`config.mk`:
```
export PLATFORM = sky130hd
export DESIGN_NAME = instruction_fetch
export DESIGN_NICKNAME = d
export VERILOG_FILES = /design/src/rtl/instruction_fetch_pkg.sv /design/src/rtl/instruction_fetch_pc_register.sv /design/src/rtl/instruction_fetch.sv
export SDC_FILE = /design/constraint.sdc
export NUM_CORES = 1
export LEC_CHECK = 0
export BUFFER_PORTS_ARGS = -buffer_cell sky130_fd_sc_hd__buf_2
export CAP_MARGIN = 20
export CORE_UTILIZATION = 57
export DETAILED_ROUTE_END_ITERATION = 8
export PLACE_DENSITY = 0.92
export SYNTH_ARGS = -nofsm -noshare
export SYNTH_HDL_FRONTEND = slang
export SYNTH_SLANG_ARGS = --single-unit
```
`constraint.sdc`:
```
create_clock -name clk_CPU -period 5.5 [get_ports clk_CPU]
set_input_delay 1.1 -clock clk_CPU [delete_from_list [all_inputs] [get_ports clk_CPU]]
set_output_delay 1.1 -clock clk_CPU [all_outputs]
set_load 0.005 [all_outputs]
```
`src/rtl/instruction_fetch_pkg.sv`:
```
// rtl/instruction_fetch_pkg.sv - shared CPU constants: word width, reset PC, fetch FSM and PC-mux encodings
package instruction_fetch_pkg;
  localparam int WORD_W = 32;
  localparam logic [WORD_W-1:0] DEFAULT_RESET_PC = 32'h0000_0000;

  localparam logic [1:0] IDLE = 2'd0;
  localparam logic [1:0] RUN  = 2'd1;
  localparam logic [1:0] HALT = 2'd2;

  localparam logic [1:0] PC_HOLD  = 2'd0;
  localparam logic [1:0] PC_SEQ   = 2'd1;
  localparam logic [1:0] PC_REDIR = 2'd2;
endpackage

```
`src/rtl/instruction_fetch_pc_register.sv`:
```
// rtl/instruction_fetch_pc_register.sv - program counter with async reset and hold/sequential/redirect mux
module pc_register
  import instruction_fetch_pkg::*;
#(
  parameter logic [WORD_W-1:0] RESET_PC = DEFAULT_RESET_PC
) (
  input  logic              clk,
  input  logic              rst_n,
  input  logic [1:0]        sel,
  input  logic [WORD_W-1:0] target,
  output logic [WORD_W-1:0] pc
);

  always_ff @(posedge clk or negedge rst_n) begin
    if (!rst_n) begin
      pc <= RESET_PC;
    end else begin
      case (sel)
        PC_SEQ:   pc <= pc + 32'd4;
        PC_REDIR: pc <= target;
        default:  pc <= pc;
      endcase
    end
  end

endmodule

```
`src/rtl/instruction_fetch.sv`:
```
// rtl/instruction_fetch.sv - fetch stage: ROM read, IF/ID handshake, redirect flush, sticky fault halt
module instruction_fetch
  import instruction_fetch_pkg::*;
#(
  parameter int                IMEM_DEPTH = 64,
  parameter logic [WORD_W-1:0] RESET_PC   = DEFAULT_RESET_PC
) (
  input  logic              clk_CPU,
  input  logic              rst_CPU_n,
  input  logic              redirect_valid,
  input  logic [WORD_W-1:0] redirect_target,
  input  logic              id_ready,
  output logic              out_valid,
  output logic [WORD_W-1:0] instr_out,
  output logic [WORD_W-1:0] pc_plus4,
  output logic              fault,
  output logic [WORD_W-1:0] fetch_count
);

  localparam int AW = (IMEM_DEPTH > 1) ? $clog2(IMEM_DEPTH) : 1;

  logic [WORD_W-1:0] instBank [0:IMEM_DEPTH-1];

  logic [1:0]        state;
  logic [1:0]        pc_sel;
  logic [WORD_W-1:0] pc;
  logic              in_range;
  logic              misaligned;
  logic              advance;

  // Word index is checked on the full pc, so a wrapped or huge pc can never alias into the ROM.
  assign in_range   = {2'b00, pc[WORD_W-1:2]} < 32'(IMEM_DEPTH);
  assign misaligned = redirect_target[1:0] != 2'b00;
  assign advance    = !out_valid || id_ready;

  always_comb begin
    pc_sel = PC_HOLD;
    if (state == RUN) begin
      if (redirect_valid) begin
        if (!misaligned) pc_sel = PC_REDIR;
      end else if (advance && in_range) begin
        pc_sel = PC_SEQ;
      end
    end
  end

  pc_register #(.RESET_PC(RESET_PC)) u_pc_register (
    .clk    (clk_CPU),
    .rst_n  (rst_CPU_n),
    .sel    (pc_sel),
    .target (redirect_target),
    .pc     (pc)
  );

  always_ff @(posedge clk_CPU or negedge rst_CPU_n) begin
    if (!rst_CPU_n) begin
      state       <= IDLE;
      out_valid   <= 1'b0;
      instr_out   <= '0;
      pc_plus4    <= '0;
      fault       <= 1'b0;
      fetch_count <= '0;
    end else begin
      // The word on the bus is consumed even if a redirect flushes the stage this same edge.
      if (out_valid && id_ready) fetch_count <= fetch_count + 32'd1;

      case (state)
        IDLE: state <= RUN;
        RUN: begin
          if (redirect_valid) begin
            out_valid <= 1'b0;
            if (misaligned) begin
              state <= HALT;
              fault <= 1'b1;
            end
          end else if (advance) begin
            if (in_range) begin
              instr_out <= instBank[pc[AW+1:2]];
              pc_plus4  <= pc + 32'd4;
              out_valid <= 1'b1;
            end else begin
              state     <= HALT;
              fault     <= 1'b1;
              out_valid <= 1'b0;
            end
          end
        end
        default: out_valid <= 1'b0;
      endcase
    end
  end

endmodule

```
==> run summary <==
Max-Cap Viols: 0
drt first pass iters: 5
Mapped Cells: 513
Unique masters post-synth: 54
status: finished, final reports clean
min Tclk post-route: 3.69 ns
H-tree level count: 3
first-pass GRT wire length: 18.0 mm
syn avg cell area: 9.89 um2
Post-Place Cells: 703
cell leakage power: 2.87 nW
Fillers: 709
Max transition margin: 0.337
Total GRT Usage: 0.251
CP required: 5.76 ns
Post-synth EDFFs: 0
Resized Gates After CTS: 0
clock slew at reported path FFs: 0.10 ns
maximum VDD drop: 0.000137 V
crit path cell chain: buf_2 > nor4_1 > nand4_1 > or4b_4 > ha_1 > nor2b_1 > a22oi_1 > o21ai_0 > mux2_1
area leader, netlist: dfrtp_1
DRT antenna net count: 0
vias in the first global route: 3734
CP startpoint kind: input pin
die width: 96.4 um
FF+latch count, synth: 100
Area Overhead vs Synth: 12.9%
Post-CTS Setup Bufs: 0
slowest CP cell: or4b_4
hpwl dp: 8.21 mm
Initial DRC Count: 298
via count: 4113
Top FF cell, synth: dfrtp_1
RSZ-0062 raised after global routing: no
DR DRC count: 0
Reg power frac: 0.568
setup_tns: 0 ns
pre-CTS setup slack: 1.49 ns
Crit Path Max Fanout: 39
Crit Path Category: input pin to register
Fmax: 271 MHz
clk_skew: 0.0116 ns
YS warnings: 0
clock sinks: 100
WP data arrival: 3.95 ns
sw power: 0.349 mW
initial core utilization: 0.585
final max-slew violation count: 0
n_diodes: 0
I/O Pins: 134
most frequent cells in the layout: dfrtp_1 (100), buf_2 (100), nor2_1 (47)
final WL: 11.2 mm
fraction of layout cells with a size suffix above 1: 0.223
WP buf/inv: 1
clk_lat worst skew: 0.37 ns
CTS Buf Count: 9
pin count of the biggest net entering global routing: 61
post-synth top area share: 0.493
part of the power in combinational logic: 0.066
CP delay by family, top: simple AND/OR/NAND/NOR gates
die area: 0.00929 mm2
clock share of power: 0.367
sw frac: 0.257
Hold Fails Final Rpt: 0
Final Cycle Share: 0.671
post-synthesis cell area: 0.00508 mm2
CTS Root Cell: clkbuf_8
Hold Path Class: register to register
Synth async-reset ratio: 1.00
Core Area: 0.00868 mm2
largest stage delay on the critical path: 0.75 ns
PortBufs: 101
Pwr Density: 237 mW/mm2
grt total ovfl: 0
Hold Buf Count CTS: 0
worst setup margin: 1.81 ns
height of the die: 96.4 um
Slew @ Worst Pin: 0.993 ns
routability cong.: 0.918
nets@finish: 645
sequential cell area fraction in the yosys report: 0.493
CTS tree: yes
Synth area leaders: dfrtp_1 (49%), buf_4 (4.9%), xnor2_1 (3.8%)
non-filler cells, final: 719
element type at the critical path end: register
Internal: 1.01 mW
routed len/inst: 15.6 um
final-report setup violation count: 0
standard-cell rows: 34
Via-to-Cell Ratio: 5.72
antenna violations before repair: 0
CTS Buffer Depth: 2
==> kinds of logic after synthesis <==
group	count (synthesis)	synth area share
compound gates	75	0.0939
mux	12	0.0276
other cells	1	0.000739
simple gates	224	0.241
flops	100	0.493
xor+xnor	36	0.0621
fa+ha+maj	3	0.00740
buf+inv	62	0.0742
==> layout make-up <==
class                           count  area, um2  share of cell area
Clock buffer                        9        124              0.0216
Clock inverter                      7       92.6              0.0162
Tap cell                          108        135              0.0236
Sequential cell                   100       2500               0.437
Multi-Input combinational cell    382       2310               0.404
Timing Repair Buffer              104        531              0.0926
Inverter                            9       33.8             0.00589
==> cell usage after synthesis, types with 7 or more instances <==
library cell,instances
xnor2_1,22
clkbuf_1,12
nand4_1,14
o21ai_0,24
nand2b_1,7
xor2_1,14
nand3_1,29
inv_1,9
buf_4,33
and2_1,26
a21oi_1,12
nor3_1,11
nor2_1,47
a22oi_1,11
and3_1,10
nand2_1,37
nor4_1,11
dfrtp_1,100
==> flip-flops by register name (all words and copies together), names as in the netlist <==
name              flops
out_valid             1
fetch_count          32
u_pc_register.pc     32
fault                 1
pc_plus4             32
state                 2
==> power by group through the flow <==
stage / Combinational (mW) / Clock, mW / Sequential (mW)
after CTS: 0.0892 / 0.510 / 0.769
after floorplan: 0.0672 / 0 / 0.776
after global routing: 0.105 / 0.543 / 0.772
after detailed placement: 0.0890 / 0 / 0.784
final: 0.0889 / 0.497 / 0.770
after global placement: 0.0842 / 0 / 0.782
==> layer usage <==
| metal | global-route usage | wire, um | vias to the layer above | share of wire |
|---|---|---|---|---|
| li1 | - | - | 1927 | - |
| met2 | 0.411 | 5300 | 201 | 0.47 |
| met4 | 0.0931 | 231 | 0 | 0.021 |
| met1 | 0.324 | 4850 | 1962 | 0.43 |
| met5 | 0 | 0 | - | 0 |
| met3 | 0.0626 | 844 | 23 | 0.075 |
==> through the flow <==
stage	util	power [mW]	cell area [um2]	hold WS, ns
final	0.660	1.36	5730	0.477
after global routing	0.660	1.42	5730	0.495
after CTS	0.660	1.37	5730	0.484
after detailed placement	0.636	0.873	5520	0.457
after global placement	0.636	0.866	5520	0.451
after floorplan	-	0.843	5190	0.425
==> worst paths after layout <==
| path | start | endpoint | slack (ns) | cells past startpoint |
|---|---|---|---|---|
| hold reg to reg | fault | fault | 0.48 | 1 |
| setup reg to reg | u_pc_register.pc[15] | u_pc_register.pc[31] | 2.02 | 8 |
| setup / recovery | redirect_valid | u_pc_register.pc[31] | 1.81 | 9 |
| min in group asynchronous | rst_CPU_n | fetch_count[20] | 0.80 | 1 |
| max in group asynchronous | rst_CPU_n | fetch_count[26] | 3.68 | 2 |
| hold / removal | fault | fault | 0.48 | 1 |
Power figures use the tool's default switching activity.
